### config.mk
export PLATFORM = sky130hd
export DESIGN_NAME = crc16_serial_core
export DESIGN_NICKNAME = d
export VERILOG_FILES = /design/src/rtl/crc16_pkg.sv /design/src/rtl/crc16_serial_core.sv
export SDC_FILE = /design/constraint.sdc
export NUM_CORES = 1
export LEC_CHECK = 0
export BUFFER_PORTS_ARGS = -buffer_cell sky130_fd_sc_hd__buf_2
export CORE_UTILIZATION = 52
export CTS_BUF_LIST = sky130_fd_sc_hd__clkbuf_4 sky130_fd_sc_hd__clkbuf_8 sky130_fd_sc_hd__clkbuf_16
export CTS_CLUSTER_DIAMETER = 80
export DETAILED_ROUTE_END_ITERATION = 12
export GPL_TIMING_DRIVEN = 0
export HOLD_SLACK_MARGIN = 0.08
export PLACE_DENSITY_LB_ADDON = 0.08
export RECOVER_POWER = 25
export SLEW_MARGIN = 25
export SYNTH_ARGS = -nofsm -noshare
export SYNTH_HDL_FRONTEND = slang
export SYNTH_SLANG_ARGS = --single-unit
export TNS_END_PERCENT = 50
### constraint.sdc
create_clock -name i_clk -period 1.96 [get_ports i_clk]
set_input_delay 0.392 -clock i_clk [delete_from_list [all_inputs] [get_ports i_clk]]
set_output_delay 0.392 -clock i_clk [all_outputs]
set_load 0.01 [all_outputs]
### src/rtl/crc16_pkg.sv
// Shared CRC-16 definitions for the serial CRC generator/checker pair.
package crc16_pkg;

  localparam logic [15:0] CRC16_POLY_CCITT = 16'h1021;
  localparam logic [15:0] CRC16_INIT_ZERO  = 16'h0000;

  typedef enum logic [1:0] {
    IDLE  = 2'd0,
    DATA  = 2'd1,
    CHECK = 2'd2
  } state_e;

  // One MSB-first shift of the CRC register with the next serial bit.
  function automatic logic [15:0] crc16_step(input logic [15:0] crc,
                                             input logic        din,
                                             input logic [15:0] poly);
    logic fb;
    fb = din ^ crc[15];
    return {crc[14:0], 1'b0} ^ (fb ? poly : 16'h0000);
  endfunction

endpackage

### src/rtl/crc16_serial_core.sv
// Serial CRC-16 register: cleared to INIT, advanced one bit per enabled cycle.
module crc16_serial_core
  import crc16_pkg::*;
#(
  parameter logic [15:0] POLY = CRC16_POLY_CCITT,
  parameter logic [15:0] INIT = CRC16_INIT_ZERO
) (
  input  logic        i_clk,
  input  logic        i_clear,
  input  logic        i_enable,
  input  logic        i_bit,
  output logic [15:0] o_crc_next
);

  logic [15:0] r_crc;
  logic [15:0] w_crc_next;

  assign w_crc_next = crc16_step(r_crc, i_bit, POLY);
  assign o_crc_next = w_crc_next;

  // Clear has priority so a restart in the same cycle as a bit discards that bit.
  always_ff @(posedge i_clk) begin
    if (i_clear) begin
      r_crc <= INIT;
    end else if (i_enable) begin
      r_crc <= w_crc_next;
    end
  end

endmodule

Word level (Yosys, flattened, before mapping) --
Index checks and enable logic that the tools add are counted. Widths: inputs -> output; s select.
Cells by class: mux-type cells 1, bitwise operators 2
Operators by type and width (count):
- $xor 16x13->16 | 1
- $mux 13 | 1
- $xor 1x1->1 | 1
Word-level totals: flip-flop bits (word level) 16, input bits 4

Logic depth before layout (Yosys ltp) --
depth in word-level cells 3, gate-level depth with buffers 4

Least setup slack after synthesis --
No wires, ideal clock.
path type flip-flop to output port, start point register r_crc[15], end point output port o_crc_next[12], data arrival time 0.829 ns, data required time 1.568 ns, path slack 0.739 ns, stages on the path, launching flop included 2, path through dfxtp_1 xor3_2
Between the ends: cells in the longest elaborated chain, start to end 3
Ends and longest elaborated chain:
- from (decl) | line crc16_serial_core.sv:15 | logic [15:0] r_crc;
- from (signal assigned) | line crc16_serial_core.sv:26 | r_crc <= w_crc_next;
- $xor 1x1->1 | line crc16_pkg.sv:18 | fb = din ^ crc[15];
- $mux 13 | line crc16_pkg.sv:19 | return {crc[14:0], 1'b0} ^ (fb ? poly : 16'h0000);
- $xor 16x13->16 | line crc16_pkg.sv:19
- to (decl) | line crc16_serial_core.sv:12 | output logic [15:0] o_crc_next
No other way between the ends.

Worst setup path after layout --
Same ends and word-level chain as after synthesis.

==> summary.txt <==
Drt
  • Initial DRT Pass Iterations: 5
  • Per-cell routed wire length: 9.95 µm
  • Remaining routing DRC violations: 0
  • Count of nets left with antenna violations after detail routing: 0
  • DRC violation total after the first TritonRoute iteration: 3
  • Number of vias per cell: ~4.6
  • Vias: ~480
  • DRT Wirelength: 1.03 mm

Run
  • Max-capacitance violation count: 0

Cells and area
  • Design Area, Final: 850 µm²
  • Final nets: 94
  • Antenna diode instance count: 0
  • Flip-flop count of the largest register, all copies and words added: 16
  • Number of fillers in the final layout: around 120
  • Largest registers: r_crc: 16 flops
  • Non-filler instance count after layout: 103
  • FF+latch area: around 320 µm²
  • Area used by multi-input combinational logic: 279 µm²
  • Layout cell share with drive strength beyond 1: a little over two fifths
  • Area Overhead vs Synth: 17.5%
  • Core occupancy in the finished layout: 65.3%
  • Register with the highest flop count: r_crc

GRT
  • Overall track demand over capacity in global routing: between 10% and 20%
  • Initial antenna violation count: 0
  • Met2 demand-to-capacity share in global routing: a little under a quarter
  • Wire length of the first global-routing pass: between 1.5 and 2 mm
  • GR Layer Usage met1: between 20% and 30%
  • Pin count of the biggest net entering global routing: 11
  • Routing usage on met3: under 10%
  • Most Crowded Layer GR: met2
  • Sum of overflow across all layers after global routing: 0
  • Via count of the first global-routing pass: roughly 390

Pwr
  • Total internal power: about 0.44 mW
  • Clock power frac: between 20 and 30%
  • Power density over the cells: between 600 and 700 mW/mm²
  • Switching Fraction: a little under a quarter
  • Peak ir drop on the vdd network: ~0.32 mV
  • Switching power: about 0.13 mW
  • Sequential fraction of design power: 59.7%
  • Combinational Power Share: approximately 12%
  • Leakage power: about 0.46 nW

STA
  • Total negative slack: 0 ns
  • Final Critical Period: between 1.5 and 2 ns
  • Slew of the pin with the lowest slew margin: 0.394 ns
  • Final setup violation count: 0
  • Max-slew violation total from the final report: 0
  • Fin Clk Skew: about 0.0040 ns
  • RSZ-0062 raised after global routing: false
  • Share of the clock period used by the worst path after layout: 85.9%
  • Highest Clock Rate: around 590 MHz
  • Headroom to the max-slew limit: between 70% and 80%
  • Hold slack: approximately 0.42 ns
  • Final-report hold violation count: 0

Die
  • Number of cell rows: 13
  • IO Count: 20
  • Height of the chip: slightly below 40 µm
  • Die extent in x: between 30 and 40 µm
  • Die Area: roughly 0.0015 mm²
  • Core outline area: between 0.001 and 0.0015 mm²
  • Effective utilization at floorplan: 55.6%

Yosys
  • Cells after Synth: 68
  • Average footprint of a synthesized cell: roughly 11 µm²
  • Cell variety after synth: 9
  • Share of synthesized area occupied by flip-flops and latches: about 44%
  • Number of flip-flops and latches in the synthesized netlist: 16
  • Area of the mapped netlist: just over 700 µm²
  • Syn. warnings: 0
  • Synth Net Count: between 70 and 80

CTS
  • Clock-pin transition on the worst setup and hold timing paths: approximately 0.080 ns
  • Sink count of the clock tree: 16
  • Worst skew pair latency: 0.28 ns
  • Hold buffers post-CTS: 0
  • CTS tree: done
  • Worst-case clock buffer depth: 2
  • Cell at the root of the clock tree: sky130_fd_sc_hd__clkbuf_4
  • Resized cells post-CTS: 0
  • Total clock buffers created by CTS: 3
  • Number of H-tree levels: 1
  • Post-CTS Setup Bufs: 0

Worst setup path
  • Critical Path Fanout Max: 4
  • Standard cell with the maximum stage delay on the critical path: sky130_fd_sc_hd__xor3_2
  • Type of element launching the critical path: flip-flop
  • Cells traversed along the worst timing path: xor3_2 > buf_2
  • Worst path required time: about 1.6 ns
  • Longest individual stage delay on the worst path: 0.47 ns
  • Crit path DAT: between 1 and 1.5 ns
  • CP Capture Type: primary output
  • Type of the worst setup path: reg -> out

Run status
  • Run status: finished clean

Place
  • Count of input and output buffers: 17
  • Post-DP HPWL: around 770 µm
  • Number of placed instances with taps included: 100
  • Cell Area, Placed: about 830 µm²
  • Gp weighted congestion: ~0.70

Worst hold path
  • Worst min path class: in -> reg
==> synth_stat cells <==
library cell | n | area share [%]
sky130_fd_sc_hd__buf_1 | 1 | 0.52
sky130_fd_sc_hd__buf_4 | 14 | 15
sky130_fd_sc_hd__buf_6 | 1 | 1.6
sky130_fd_sc_hd__clkbuf_1 | 1 | 0.52
sky130_fd_sc_hd__dfxtp_1 | 16 | 44
sky130_fd_sc_hd__mux2i_1 | 16 | 22
sky130_fd_sc_hd__nor2_1 | 16 | 8.3
sky130_fd_sc_hd__xor2_1 | 1 | 1.2
sky130_fd_sc_hd__xor3_2 | 2 | 6.9
==> critical path: cells and delay by family, from the launching register on <==
kind      cells  cell delay [ns]
flops         1             0.40
buf+inv       1             0.15
xor+xnor      1             0.47
==> kinds of logic (layout without fill, tap and decap cells) <==
kind of cell           Yosys count  in the layout  synth area share [%]
flip-flops                      16             16                  44.3
AND/OR/NAND/NOR                 16             16                  8.30
XOR/XNOR                         3              3                  8.13
buffers and inverters           17             37                  17.1
multiplexers                    16             16                  22.1
==> through the flow <==
stage	total power, mW	worst slack, ns
final	0.566	0.276
after global routing	0.598	0.203
after CTS	0.580	0.242
after detailed placement	0.412	0.562
after global placement	0.411	0.588
after floorplan	0.394	0.739
==> final timing paths <==
kind                                 from        endpoint  slack, ns  cells past startpoint
worst max-delay path            r_crc[15]  o_crc_next[12]       0.28                      2
worst min-delay path              i_clear       r_crc[15]       0.42                      2
worst max register to register  r_crc[15]       r_crc[12]       0.80                      3
worst min register to register   r_crc[2]        r_crc[3]       0.53                      2
==> per-layer routing <==
metal	up-vias	wire [µm]
met1	211	494
met3	4	47
met4	0	21
li1	247	-
met2	16	462
met5	-	0
==> cell type report <==
cell class,count,area share (%)
Tap cell,15,2.21
Sequential cell,16,37.7
Buffer,17,14.6
Timing Repair Buffer,17,10.0
Multi-Input combinational cell,35,32.8
Clock buffer,3,2.65
==> cells in the final DEF, fill, tap and decap left out <==
| cell | instances |
|---|---|
| sky130_fd_sc_hd__nor2_1 | 16 |
| sky130_fd_sc_hd__xor2_1 | 1 |
| sky130_fd_sc_hd__xor3_2 | 2 |
| sky130_fd_sc_hd__buf_4 | 14 |
| sky130_fd_sc_hd__buf_6 | 1 |
| sky130_fd_sc_hd__mux2i_1 | 16 |
| sky130_fd_sc_hd__clkbuf_4 | 3 |
| sky130_fd_sc_hd__clkbuf_1 | 2 |
| sky130_fd_sc_hd__dfxtp_1 | 16 |
| sky130_fd_sc_hd__buf_2 | 17 |
==> power groups by stage <==
stage	sequential (mW)	clock [mW]	combinational, mW
6_report	0.338	0.163	0.0651
2_1_floorplan	0.344	0	0.0501
5_1_grt	0.339	0.187	0.0718
4_1_cts	0.338	0.175	0.0664
3_5_place_dp	0.346	0	0.0661
3_3_place_gp	0.345	0	0.0653
Note: power is estimated with default switching activity, not from simulation.
